### src/rtl/fetch_pkg.sv
// Shared types and constants for the instruction-fetch sequencer.
// Imported by fetch_pc_sel and fetch_sequencer.
package fetch_pkg;

  typedef enum logic [1:0] {
    IDLE,
    WAIT,
    HOLD,
    DROP
  } fetch_state_e;

  localparam int unsigned PC_STEP      = 4;
  localparam logic [31:0] RESET_PC_DEF = 32'h0000_0000;
  localparam logic [1:0]  ALIGN_MASK   = 2'b11;

endpackage

### src/rtl/fetch_pc_sel.sv
// Next-PC mux: hold, sequential step, or word-aligned redirect target.
// Purely combinational; the PC register lives in fetch_sequencer.
module fetch_pc_sel
  import fetch_pkg::*;
#(
  parameter int ADDR_W = 32
) (
  input  logic [ADDR_W-1:0] pc,
  input  logic              advance,
  input  logic              redirect_valid,
  input  logic [ADDR_W-1:0] redirect_pc,
  output logic [ADDR_W-1:0] target_pc,
  output logic [ADDR_W-1:0] next_pc
);

  assign target_pc = redirect_pc & ~ADDR_W'(ALIGN_MASK);

  // A redirect always wins over the sequential step.
  always_comb begin
    next_pc = pc;
    if (redirect_valid) begin
      next_pc = target_pc;
    end else if (advance) begin
      next_pc = pc + ADDR_W'(PC_STEP);
    end
  end

endmodule

### src/rtl/fetch_sequencer.sv
// Fetch controller: owns the PC, issues one memory request at a time and
// hands each returned word to decode over a valid/ready handshake.
module fetch_sequencer
  import fetch_pkg::*;
#(
  parameter int                ADDR_W   = 32,
  parameter int                DATA_W   = 32,
  parameter logic [ADDR_W-1:0] RESET_PC = ADDR_W'(RESET_PC_DEF),
  parameter int                CNT_W    = 16
) (
  input  logic              clk,
  input  logic              rst,
  output logic              mem_req,
  output logic [ADDR_W-1:0] mem_addr,
  input  logic              mem_ack,
  input  logic [DATA_W-1:0] mem_data,
  input  logic              redirect_valid,
  input  logic [ADDR_W-1:0] redirect_pc,
  output logic              instr_valid,
  input  logic              instr_ready,
  output logic [DATA_W-1:0] instr,
  output logic [ADDR_W-1:0] instr_pc,
  output logic [ADDR_W-1:0] pc,
  output logic [CNT_W-1:0]  fetch_count
);

  fetch_state_e      state;
  logic              advance;
  logic [ADDR_W-1:0] target_pc;
  logic [ADDR_W-1:0] next_pc;

  assign advance = (state == WAIT) && mem_ack;

  fetch_pc_sel #(
    .ADDR_W(ADDR_W)
  ) u_pc_sel (
    .pc            (pc),
    .advance       (advance),
    .redirect_valid(redirect_valid),
    .redirect_pc   (redirect_pc),
    .target_pc     (target_pc),
    .next_pc       (next_pc)
  );

  always_ff @(posedge clk) begin
    if (rst) begin
      state       <= IDLE;
      pc          <= RESET_PC;
      mem_req     <= 1'b0;
      mem_addr    <= '0;
      instr_valid <= 1'b0;
      instr       <= '0;
      instr_pc    <= '0;
      fetch_count <= '0;
    end else begin
      pc <= next_pc;
      unique case (state)
        IDLE: begin
          mem_req  <= 1'b1;
          mem_addr <= redirect_valid ? target_pc : pc;
          state    <= WAIT;
        end
        WAIT: begin
          if (mem_ack) begin
            mem_req <= 1'b0;
            if (redirect_valid) begin
              state <= IDLE;
            end else begin
              instr       <= mem_data;
              instr_pc    <= pc;
              instr_valid <= 1'b1;
              state       <= HOLD;
            end
          end else if (redirect_valid) begin
            // Request stays on the bus at the old address until acked.
            state <= DROP;
          end
        end
        DROP: begin
          if (mem_ack) begin
            mem_req <= 1'b0;
            state   <= IDLE;
          end
        end
        HOLD: begin
          if (instr_ready) begin
            fetch_count <= fetch_count + CNT_W'(1);
          end
          if (redirect_valid) begin
            instr_valid <= 1'b0;
            state       <= IDLE;
          end else if (instr_ready) begin
            instr_valid <= 1'b0;
            mem_req     <= 1'b1;
            mem_addr    <= pc;
            state       <= WAIT;
          end
        end
        default: state <= IDLE;
      endcase
    end
  end

endmodule

### config.mk
export PLATFORM = sky130hd
export DESIGN_NAME = fetch_sequencer
export DESIGN_NICKNAME = d
export VERILOG_FILES = /design/src/rtl/fetch_pkg.sv /design/src/rtl/fetch_pc_sel.sv /design/src/rtl/fetch_sequencer.sv
export SDC_FILE = /design/constraint.sdc
export NUM_CORES = 1
export LEC_CHECK = 0
export CAP_MARGIN = 20
export CORE_ASPECT_RATIO = 0.8
export CORE_MARGIN = 2
export CORE_UTILIZATION = 40
export CTS_BUF_LIST = sky130_fd_sc_hd__clkbuf_4 sky130_fd_sc_hd__clkbuf_8
export DETAILED_ROUTE_END_ITERATION = 10
export PLACE_DENSITY_LB_ADDON = 0.2
export REMOVE_ABC_BUFFERS = 1
export SLEW_MARGIN = 20
export SYNTH_ARGS = -nofsm -noshare
export SYNTH_HDL_FRONTEND = slang
export SYNTH_SLANG_ARGS = --single-unit
### constraint.sdc
create_clock -name clk -period 1.9 [get_ports clk]
set_input_delay 0.285 -clock clk [delete_from_list [all_inputs] [get_ports clk]]
set_output_delay 0.285 -clock clk [all_outputs]
set_load 0.03 [all_outputs]
==> impl_results.md, run 1 <==
* Status: finished clean
* CP max-delay cell: clkdlybuf4s50_1
* Min cycle time layout at 1820 ps
* Port Buf Inserts at 206
* Die Wd at 146 microns
* TritonRoute pass-1 iters at 4
* VDD IR max at 0.409 mV
* Initial antenna violation count at 0
* Vias in the first global route at 6061
* Most frequent cells in the layout: clkdlybuf4s50_1 (167), nand2_1 (158), dfxtp_1 (139), a21oi_1 (73), buf_4 (72)
* Worst skew pair latency at 450 ps
* Max cap viols at 0
* Mapped cell area at 6420 sq um
* Fin. max-slew vios at 0
* Core area at 15700 sq um
* Post-layout util at 61.1%
* Dominant synthesized flop cell: dfxtp_1
* Routed wire per std cell at 15.7 microns
* Final hold vios at 0
* Critical Path RT at 1620 ps
* Die area at 17100 sq um
* Drt initial violations at 301
* Number of routed nets with antenna violations at 0
* Die height at 117 microns
* Gpl congestion at 0.883
* Starting Density at 40.8%
* Critical Path Start Type: register
* Global-route wire length before repair at 31.7 mm
* CP arrival at 1530 ps
* Worst setup EP type: output port
* Final #Nets at 1088
* Sequential share of the synthesized area at 44.3%
* Number of synthesized flops with an enable pin at 0
* Post-CTS Hold Fix Bufs at 0
* IO Pins at 215
* Delay-heaviest family, CP: buffers and inverters
* Clock Sinks at 142
* Reg2reg setup slack at 100 ps
* Worst hold path class: input port to register
* DRC viols at 0
* Htree depth at 4
* Yosys warnings at 0
* Max Root-Sink Buffers at 2
* Finished Layout Cells at 1244
* WL final at 19.5 mm
* Final setup fails at 0
* Final Skew at 5.20 ps
* Worst path bufs/invs at 1
* FMAX at 551 MHz
* Area Growth Syn to Fin at 49.9%
* Tcrit/Tclk final at 95.6%
* Clk slew on worst S/H paths at 70 ps
* CTS tree: built
* # rows at 41
* Largest stage delay on the critical path at 690 ps
* Post-synthesis async set-or-reset flop share at 0%
* Synth unique cells at 60
* Placed insts at 1213
* Worst-path cell chain: clkdlybuf4s50_1
* Leak pwr at 3.77 nW
* Commonest non-fill, non-tap cell in the layout: clkdlybuf4s50_1
* Setup CP Type: register to output port
* Global-route usage over all layers at 22.8%
* Via count at 6383
* Syn Inst Count at 773
* Syn Area/Cell at 8.31 sq um
* Seq cells post-synth at 142
* RSZ-0062 raised after global routing: false
* Remaining global-route overflow at 0
* Largest net degree at the start of global routing at 62
* # diodes at 0
* Share of post-route cells with drive strength above 1 at 12.7%
* Pwr dens at 744 nW/um^2
* Root buf cell: clkbuf_8
* Num CTS Buffers at 17
* Largest fanout on the critical path at 4
* Vias per inst at 5.13
* HPWL after DPL at 14.0 mm
[Yosys cell counts, drive strengths merged, types with 5 or more instances]
cell     instances  area share, %
nand2          158            9.2
dfxtp          142             44
a21oi           74            5.8
nor2            63            3.7
clkbuf          45            3.6
a211oi          39            4.6
mux2i           31            4.8
buf             26            2.3
nand4           24            2.7
nand3           16            1.2
xor2            12            1.6
nor3            11           0.86
o21ai           10           0.78
or4             10            1.2
inv              9           0.53
and4             8            1.1
nor4             8            1.0
xnor2            8            1.1
and2             7           0.70
o31ai            7           0.82
or3              7           0.70
a2111oi          6           0.84
a31oi            6           0.58
nand3b           5           0.78
[registers in the layout, summed over array words and instances, names as in the netlist]
name and flops:
instr_pc 30, state 2, mem_req 1, instr_valid 1, pc 30, fetch_count 16
mem_addr 30, instr 32
[per-layer routing]
metal	global-route usage [%]	part of all wire (%)	up-vias
met5	0	0	-
met3	6.15	6.1	19
met2	35.4	46	160
met4	7.05	1.3	0
met1	31.0	47	2987
li1	-	-	3217
[kinds of logic (layout without fill, tap and decap cells)]
group                    count (synthesis)  in the layout  share of synthesized area, %
AO/OA/AOI/OAI                          164            164                          16.2
XOR/XNOR                                20             20                          2.73
adder cells (fa/ha/maj)                  2              2                         0.389
buffers and inverters                   80            331                          6.41
flip-flops                             142            142                          44.3
multiplexers                            31             31                          4.83
other                                    1              6                        0.0584
AND/OR/NAND/NOR                        333            333                          25.1
[path summary, 6_finish.rpt]
check                                startpoint              end  depth (start not counted)
worst min-delay path                        rst     instr_pc[20]                          2
worst max register to register            pc[3]            pc[8]                          5
worst max-delay path            fetch_count[10]  fetch_count[10]                          1
worst min register to register         instr[9]         instr[9]                          2
[power breakdown]
group	switching, mW	internal, mW	total (mW)
logic	0.799	0.638	1.44
clock network	1.13	1.35	2.49
registers	0.111	3.12	3.24
[final cells by class]
cell class	instances	area [sq um]
tap	215	269
sequential	142	2850
multi-input combinational	556	3230
fill	1431	6120
timing repair buffer	291	2850
clock buffer	25	319
inverter	9	33.8
clock inverter	6	82.6
[through the flow]
step | total power [mW] | setup WS, ps | instance area [sq um] | hold WS, ps | setup TNS [ps]
final | 7.16 | 84.4 | 9630 | 278 | 0
after global routing | 7.48 | 0.960 | 9630 | 263 | 0
after CTS | 7.24 | 17.6 | 9610 | 244 | 0
after detailed placement | 4.77 | -281 | 9240 | 446 | -12370
after global placement | 4.76 | -241 | 9240 | 441 | -9440
after floorplan | 3.98 | -4370 | 6060 | 354 | -297390
[repair_timing]
item                                    in CTS  in global routing
gates cloned                                 0                  0
gates resized for setup                     31                 11
setup buffers                                0                  0
hold endpoints to repair                     0                  0
endpoints found under the setup margin      31                  9
Note: power is estimated with default switching activity, not from simulation.
==> run 2, diff against run 1 <==
--- a/config.mk
+++ b/config.mk
@@ -11,8 +11,10 @@
 export CORE_UTILIZATION = 40
 export CTS_BUF_LIST = sky130_fd_sc_hd__clkbuf_4 sky130_fd_sc_hd__clkbuf_8
 export DETAILED_ROUTE_END_ITERATION = 10
+export MAX_ROUTING_LAYER = met4
 export PLACE_DENSITY_LB_ADDON = 0.2
 export REMOVE_ABC_BUFFERS = 1
+export SKIP_CTS_REPAIR_TIMING = 1
 export SLEW_MARGIN = 20
 export SYNTH_ARGS = -nofsm -noshare
 export SYNTH_HDL_FRONTEND = slang
==> run 2 against run 1 <==
Net effect: hold slack better by 4.5 ps; fmax is 0.19% higher; final area is 1.2% higher; sequential power hardly changed; cell count stayed put; non-clock buffer count stayed put; power is 0.21% higher; clock skew hardly changed; sequential share of layout area is 0.35 points lower; setup slack better by 3.4 ps; routed wire length hardly changed; clock-buffer cell count stayed put; critical path type unchanged.
==> impl_results.md, run 2 (synthesis results as in run 1) <==
* Max reg flops at 32 (unchanged)
* Largest net degree at the start of global routing at 62 (unchanged)
* Max cap viols at 0 (unchanged)
* Worst R2R Path Depth at 5 (unchanged)
* Worst Hold Endpoint: instr_pc[20] (unchanged)
* P_int at 5.14 mW (was 5.11 mW)
* Max Root-Sink Buffers at 2 (unchanged)
* # diodes at 0 (unchanged)
* Largest fanout on the critical path at 4 (unchanged)
* Global-route wire length before repair at 31.7 mm (about the same)
* Reg2reg start: pc[3] (unchanged)
* Worst hold path class: input port to register (unchanged)
* CP arrival at 1530 ps (about the same)
* TritonRoute pass-1 iters at 4 (unchanged)
* Htree depth at 4 (unchanged)
* Remaining global-route overflow at 0 (unchanged)
* DRC viols at 0 (unchanged)
* Worst Hold Launch: rst (unchanged)
* Commonest non-fill, non-tap cell in the layout: clkdlybuf4s50_1 (unchanged)
* Gpl congestion at 0.898 (was 0.883)
* Die Wd at 146 microns (unchanged)
* Largest reg by FF count: instr (unchanged)
* Seq pwr share at 45.1% (was 45.2%)
* Switching share of power at 28.4% (was 28.6%)
* Leak pwr at 4.13 nW (was 3.77 nW)
* Initial antenna violation count at 0 (unchanged)
* Num CTS Buffers at 17 (unchanged)
* IO Pins at 215 (unchanged)
* Share of post-route cells with drive strength above 1 at 12.7% (unchanged)
* Final hold vios at 0 (unchanged)
* Die area at 17100 sq um (unchanged)
* Worst path bufs/invs at 1 (unchanged)
* Most frequent cells in the layout: clkdlybuf4s50_1 (167), nand2_1 (158), dfxtp_1 (139), a21oi_1 (73), buf_4 (72) (unchanged)
* Global-route usage over all layers at 23.5% (was 22.8%)
* Setup CP Type: register to output port (unchanged)
* Core area at 15700 sq um (unchanged)
* Worst-path cell chain: clkdlybuf4s50_1 (unchanged)
* Root buf cell: clkbuf_8 (unchanged)
* Comb power frac at 20.3% (was 20.1%)
* Via count at 6379 (was 6383)
* Drt initial violations at 312 (was 301)
* Vias in the first global route at 6065 (was 6061)
* Die height at 117 microns (unchanged)
* Starting Density at 40.8% (unchanged)
* Port Buf Inserts at 206 (unchanged)
* # rows at 41 (unchanged)
* Delay-heaviest family, CP: buffers and inverters (unchanged)
* Min cycle time layout at 1810 ps (was 1820 ps)
* Reg2reg setup slack at 100 ps (about the same)
* Fin. max-slew vios at 0 (unchanged)
* Worst R2R End: pc[8] (unchanged)
* Number of routed nets with antenna violations at 0 (unchanged)
* Final Skew at 5.65 ps (was 5.20 ps)
* Routed wire per std cell at 15.7 microns (about the same)
* Worst setup EP type: output port (unchanged)
* Net switching power of the design at 2.04 mW (about the same)
* Tcrit/Tclk final at 95.4% (was 95.6%)
* Clock network power share at 34.6% (was 34.7%)
* Critical Path RT at 1620 ps (about the same)
* Total power at 7.17 mW (was 7.16 mW)
* Clk slew on worst S/H paths at 70 ps (about the same)
* HPWL after DPL at 14.0 mm (unchanged)
* Worst skew pair latency at 450 ps (about the same)
* Final #Nets at 1088 (unchanged)
* Area Growth Syn to Fin at 51.7% (was 49.9%)
* VDD IR max at 0.404 mV (was 0.409 mV)
* Pwr dens at 736 nW/um^2 (was 744 nW/um^2)
* FMAX at 552 MHz (was 551 MHz)
* CTS tree: built (unchanged)
* Final setup fails at 0 (unchanged)
* Placed insts at 1213 (unchanged)
* Clock Sinks at 142 (unchanged)
* Vias per inst at 5.13 (about the same)
* Hold depth at 2 (unchanged)
* Critical Path Start Type: register (unchanged)
* WL final at 19.5 mm (about the same)
* Largest stage delay on the critical path at 690 ps (about the same)
* CP max-delay cell: clkdlybuf4s50_1 (unchanged)
* Finished Layout Cells at 1244 (unchanged)
* RSZ-0062 raised after global routing: false (unchanged)
* Status: finished clean (unchanged)
## run 2: cell types whose count changed in the layout (fill, tap and decap cells not counted)
| cell | delta |
|---|---|
| dlygate4sd2_1 | -31 |
| dlymetal6s2s_1 | +31 |
## run 2: layout make-up
type,instances,area [sq um]
Multi-Input combinational cell,556,3230
Clock buffer,25,319
Tap cell,215,269
Sequential cell,142,2850
Inverter,9,33.8
Clock inverter,6,82.6
Timing Repair Buffer,291,2970
Fill cell,1408,6000
## run 2: metal layers
metal / track usage, % / vias up / share of wire (%)
met5: - / - / 0
met4: 7.17 / 0 / 1.5
met3: 5.41 / 24 / 5.7
met2: 35.3 / 177 / 46
met1: 31.6 / 2959 / 47
li1: - / 3219 / -
## run 2: stage by stage
step | cell area, sq um | TNS, ps | worst slack, ps | hold slack (ps) | utilization [%]
2_1_floorplan | 6060 | -297390 | -4370 | 354 | -
3_3_place_gp | 9240 | -9440 | -241 | 441 | 58.7
3_5_place_dp | 9240 | -12370 | -281 | 446 | 58.7
4_1_cts | 9650 | -2280 | -240 | 244 | 61.2
5_1_grt | 9740 | 0 | 0.950 | 263 | 61.9
6_report | 9740 | 0 | 87.8 | 282 | 61.9
## run 2: how the worst max path moves through the flow
| stage | startpoint | end | slack, ps | depth (start not counted) |
|---|---|---|---|---|
| after floorplan | state[0] | pc[16] | -4370 | 4 |
| after global routing | pc[3] | pc[8] | 1 | 5 |
| after CTS | pc[15] | pc[15] | -240 | 2 |
| after global placement | mem_ack | pc[19] | -240 | 6 |
| after detailed placement | mem_ack | pc[19] | -280 | 6 |
| final | fetch_count[10] | fetch_count[10] | 90 | 1 |
## run 2: power by group through the flow
stage,Combinational (mW),Sequential (mW),Clock [mW]
floorplan,0.377,3.60,0
CTS,1.47,3.24,2.56
detailed placement,1.47,3.30,0
global placement,1.46,3.30,0
global route,1.56,3.25,2.69
finish,1.46,3.24,2.48
